[src/rtl/mult14x16_pkg.sv]
// Shared widths, latency and product type for the 14x16 carry-save multiplier.
// MULT_PIPE_EN selects the two-stage build (LATENCY = 2).
package mult14x16_pkg;

    localparam int unsigned A_W = 14;
    localparam int unsigned B_W = 16;
    localparam int unsigned P_W = A_W + B_W;

`ifdef MULT_PIPE_EN
    localparam int unsigned LATENCY = 2;
`else
    localparam int unsigned LATENCY = 1;
`endif

    typedef logic [P_W-1:0] prod_t;

endpackage

[src/rtl/mult14x16_cs_csa32.sv]
// One P_W-wide 3:2 carry-save row: sum = x^y^z, carry = majority(x,y,z) << 1.
module csa32
    import mult14x16_pkg::*;
(
    input  prod_t x,
    input  prod_t y,
    input  prod_t z,
    output prod_t sum,
    output prod_t carry
);

    assign sum   = x ^ y ^ z;
    // Majority MSB falls off the top; the result is only meaningful mod 2^P_W.
    assign carry = ((x & y) | (x & z) | (y & z)) << 1;

endmodule

[src/rtl/mult14x16_cs.sv]
// Unsigned 14x16 multiplier, Wallace-style 3:2 tree, carry-save registered output.
// Define MULT_PIPE_EN to register the 5-row midpoint of the tree (latency 2).
module mult14x16_cs
    import mult14x16_pkg::*;
(
    input  logic           clk,
    input  logic           rst_n,
    input  logic           in_valid,
    input  logic [A_W-1:0] A,
    input  logic [B_W-1:0] B,
    output logic           out_valid,
    output logic [P_W-1:0] out1,
    output logic [P_W-1:0] out2
);

    prod_t pp [A_W];

    always_comb begin
        for (int unsigned i = 0; i < A_W; i++) begin
            pp[i] = A[i] ? (prod_t'(B) << i) : '0;
        end
    end

    // Row counts per level: 14 -> 10 -> 7 -> 5 | 4 -> 3 -> 2
    prod_t l1 [10];
    prod_t l2 [7];
    prod_t l3 [5];
    prod_t l3_q [5];
    prod_t l4 [4];
    prod_t l5 [3];
    prod_t sum_d;
    prod_t carry_d;
    logic  stage_valid;

    for (genvar g = 0; g < 4; g++) begin : g_l1
        csa32 u_csa (
            .x(pp[3*g]), .y(pp[3*g+1]), .z(pp[3*g+2]),
            .sum(l1[2*g]), .carry(l1[2*g+1])
        );
    end
    assign l1[8] = pp[12];
    assign l1[9] = pp[13];

    for (genvar g = 0; g < 3; g++) begin : g_l2
        csa32 u_csa (
            .x(l1[3*g]), .y(l1[3*g+1]), .z(l1[3*g+2]),
            .sum(l2[2*g]), .carry(l2[2*g+1])
        );
    end
    assign l2[6] = l1[9];

    for (genvar g = 0; g < 2; g++) begin : g_l3
        csa32 u_csa (
            .x(l2[3*g]), .y(l2[3*g+1]), .z(l2[3*g+2]),
            .sum(l3[2*g]), .carry(l3[2*g+1])
        );
    end
    assign l3[4] = l2[6];

`ifdef MULT_PIPE_EN
    always_ff @(posedge clk) begin
        if (!rst_n) begin
            for (int unsigned i = 0; i < 5; i++) begin
                l3_q[i] <= '0;
            end
            stage_valid <= 1'b0;
        end else begin
            for (int unsigned i = 0; i < 5; i++) begin
                l3_q[i] <= l3[i];
            end
            stage_valid <= in_valid;
        end
    end
`else
    assign l3_q        = l3;
    assign stage_valid = in_valid;
`endif

    csa32 u_csa_l4 (
        .x(l3_q[0]), .y(l3_q[1]), .z(l3_q[2]),
        .sum(l4[0]), .carry(l4[1])
    );
    assign l4[2] = l3_q[3];
    assign l4[3] = l3_q[4];

    csa32 u_csa_l5 (
        .x(l4[0]), .y(l4[1]), .z(l4[2]),
        .sum(l5[0]), .carry(l5[1])
    );
    assign l5[2] = l4[3];

    csa32 u_csa_l6 (
        .x(l5[0]), .y(l5[1]), .z(l5[2]),
        .sum(sum_d), .carry(carry_d)
    );

    always_ff @(posedge clk) begin
        if (!rst_n) begin
            out1      <= '0;
            out2      <= '0;
            out_valid <= 1'b0;
        end else begin
            out1      <= sum_d;
            out2      <= carry_d;
            out_valid <= stage_valid;
        end
    end

endmodule

[config.mk]
export PLATFORM = sky130hd
export DESIGN_NAME = mult14x16_cs
export DESIGN_NICKNAME = d
export VERILOG_FILES = /design/src/rtl/mult14x16_pkg.sv /design/src/rtl/mult14x16_cs_csa32.sv /design/src/rtl/mult14x16_cs.sv
export SDC_FILE = /design/constraint.sdc
export NUM_CORES = 1
export LEC_CHECK = 0
export BUFFER_PORTS_ARGS = -buffer_cell sky130_fd_sc_hd__buf_2
export CELL_PAD_IN_SITES_DETAIL_PLACEMENT = 1
export CELL_PAD_IN_SITES_GLOBAL_PLACEMENT = 1
export CORE_ASPECT_RATIO = 0.7
export CORE_UTILIZATION = 35
export DETAILED_ROUTE_END_ITERATION = 6
export HOLD_SLACK_MARGIN = 0.05
export PLACE_DENSITY = 0.74
export SETUP_SLACK_MARGIN = 0.3
export SLEW_MARGIN = 30
export SYNTH_ARGS = -nofsm -noshare
export SYNTH_HDL_FRONTEND = slang
export SYNTH_SLANG_ARGS = --single-unit
[constraint.sdc]
create_clock -name clk -period 4.25 [get_ports clk]
set_input_delay 0.2125 -clock clk [delete_from_list [all_inputs] [get_ports clk]]
set_output_delay 0.2125 -clock clk [all_outputs]
set_load 0.03 [all_outputs]
==> impl_metrics.toml <==
[clock_tree]
numClockSinks = 53
cts_buffers = 5
cts_max_level = 2
cts_root_buf = "clkbuf_16"
cts_buffer_depth = 2
ctsHoldBuffers = 0
clk_pin_slew_ns = 0.08
post_cts_buffers = 0
cts_tree = "built"
postCtsResizedCells = 0

[hold_path]
hp-class = "in -> reg"
holdCritStartpoint = "in_valid"
worstHoldPathCells = 2
hold_end = "out_valid$_SDFF_PN0_"

[sta]
min_period_ns = 3.76
relSlewSlack_pct = 48.8
rsz0062_at_grt = "false"
fin_setup_tns_ns = 0
fmax_mhz = 266
setup_ws_ns = 0.491
fin_crit_sh_pct = 88.4
finalHoldViolations = 0
setup_violations = 0
slew_viol_final = 0
worst_pin_slew_ns = 0.768

[global_route]
grt_use_total_pct = 17.3
antenna_found_initial = 0
grt_pass1_wl_mm = 28.8
grt_pass1_vias = 5589
grt_overflow_total = 0
grt_start_max_net_pins = 54

[power_and_ir_drop]
p_int_mw = 2.14
p_sw_mw = 1.67
sequentialPowerShare_pct = 18.1
pwr-share-clk_pct = 13.2
vdd_ir_drop_max_mv = 0.244
combPwrFrac_pct = 68.7
cellPowerDensity_nw_per_um2 = 466
switching_share_pct = 43.8
leakage_nw = 4.07

[run]
max_cap_viol_count = 0

[setup_path]
critPathTopFamily = "adder cells"
crit_buf_inv = 3
cpMaxStageDelayCell = "fa_1"
critPathMaxStageDelay_ns = 0.57
crit_type = "in -> reg"
crit_top_cell = "fa_1"
start_kind = "primary input"
crit_chain = "buf_2, nand2_1, fa_1, inv_1, fa_1, fa_1, inv_1, fa_1, fa_1, fa_1, and2b_1"
worstPathRequired_ns = 4.46
crit_fanout = 16
worstPathArrival_ns = 3.97
end_kind = "flip-flop"

[logic_synthesis]
synthCells = 732
netlist_area_sq_um = 7400
avgSynthCellArea_sq_um = 10.1
synth_compound_area_share_pct = 0
yosysSeqAreaShare_pct = 14.3
synth.area.top_cells = "fa_1, dfxtp_1, and2_1"
synthSimpleGateAreaFrac_pct = 20.9
synth-edff-count = 0
synth_xor_area_share_pct = 0
ys_ff_latch = 53
yosys.area.top_type = "fa_1"
synthAdderAreaFrac_pct = 54.4
synthTopCellsByCount = "fa_1, and2_1, inv_1"
synth_top_family_by_area = "adder cells"
ys.flop_type = "dfxtp_1"
ys.warnings.count = 0
synthMuxAreaShare_pct = 0
yosys.area.top_type_share_pct = 46.8
synth_most_common_cell = "fa_1"
yosysUniqueCellTypes = 15
synthArstFlopShare_pct = 0

[route]
num_vias = 4823
drt_iter0_drc = 163
drt-total-wl_mm = 16.9
wl_per_cell_um = 15.8
drt-pass1-iter-count = 6
drcViolationCount = 0
viasPerCell = 4.51
drt.antenna.violating_nets = 0

[floorplan]
die_x_um = 176
die_h_um = 124
ios = 94
die-area_sq_um = 21700
coreArea_sq_um = 20700
rows = 44
initial_core_util_pct = 35.7

[cells_and_area]
drive_gt1_share_pct = 13.5
seq_area_sq_um = 1060
multiInputGateArea_sq_um = 5610
design_area_sq_um = 8160
area.growth.synth_to_final_pct = 10.4
post-route-util_pct = 39.4
finalNetCount = 1042
instances_no_fill = 1069
n_fill_cell = 2374

[placed_design]
place_congestion = 0.786
placed_area_sq_um = 7990
dp_slack_ns = 0.141
dp_cells = 1060
portBuffers = 85
hpwl_mm = 13.7

[outcome]
status = "finished clean"
-- routing by layer --
metal  vias to the layer above  GRT usage (%)  wire length [um]
li1                       2170              -                 -
met1                      2567           23.8              8360
met2                        77           29.3              7900
met3                         9           2.56               522
met4                         0           3.04               116
met5                         -              0                 0
-- registers in the layout (all words and copies together), names as in the netlist --
signal     count
out2          23
out_valid      1
out1          29
-- layout make-up --
cell class	count	area share (%)
diodes	1	0.0307
clock buffers	6	1.70
clock inverters	2	0.460
inverters	140	6.44
multi-input cells	503	68.7
flip-flops and latches	53	13.0
well taps	276	4.23
repair buffers	88	5.49
-- worst max path at each step --
stage	slack (ns)	startpoint	to	cells past startpoint
global route	0.36	A[11]	out1[21]$_SDFF_PN0_	11
finish	0.49	A[11]	out1[15]$_SDFF_PN0_	11
floorplan	0.50	B[1]	out1[13]$_SDFF_PN0_	11
CTS	0.47	A[11]	out1[21]$_SDFF_PN0_	11
global placement	0.22	A[11]	out1[15]$_SDFF_PN0_	11
detailed placement	0.14	A[11]	out1[21]$_SDFF_PN0_	11
-- cells by family after synthesis --
| family | count (synthesis) |
|---|---|
| buffers and inverters | 183 |
| other | 1 |
| and+or+nand+nor | 277 |
| DFF | 53 |
| adders and majority gates | 218 |
-- metrics by stage --
stage	power [mW]	hold WS (ns)
CTS	3.93	0.103
finish	3.80	0.114
global route	4.31	0.111
detailed placement	3.41	0.426
floorplan	2.69	0.340
global placement	3.25	0.419
-- power by group through the flow --
stage | registers (mW) | clock network (mW) | logic [mW]
2_1_floorplan | 0.991 | 0 | 1.70
3_3_place_gp | 0.704 | 0 | 2.54
3_5_place_dp | 0.703 | 0 | 2.70
4_1_cts | 0.693 | 0.524 | 2.71
5_1_grt | 0.703 | 0.543 | 3.06
6_report | 0.690 | 0.502 | 2.61
-- layout by cell type (no fill, tap or decap), types with 2 or more instances in the layout --
cell type / Yosys / final
buf_2: 25 / 85
buf_4: 8 / 3
conb_1: 1 / 8
fa_1: 173 / 173
and2_2: 11 / 11
and2b_1: 20 / 20
dfxtp_1: 53 / 53
and2_1: 154 / 154
nor2b_1: 2 / 2
nand2_1: 89 / 89
clkbuf_16: 0 / 5
ha_1: 45 / 45
inv_1: 140 / 140
Power figures use the tool's default switching activity.
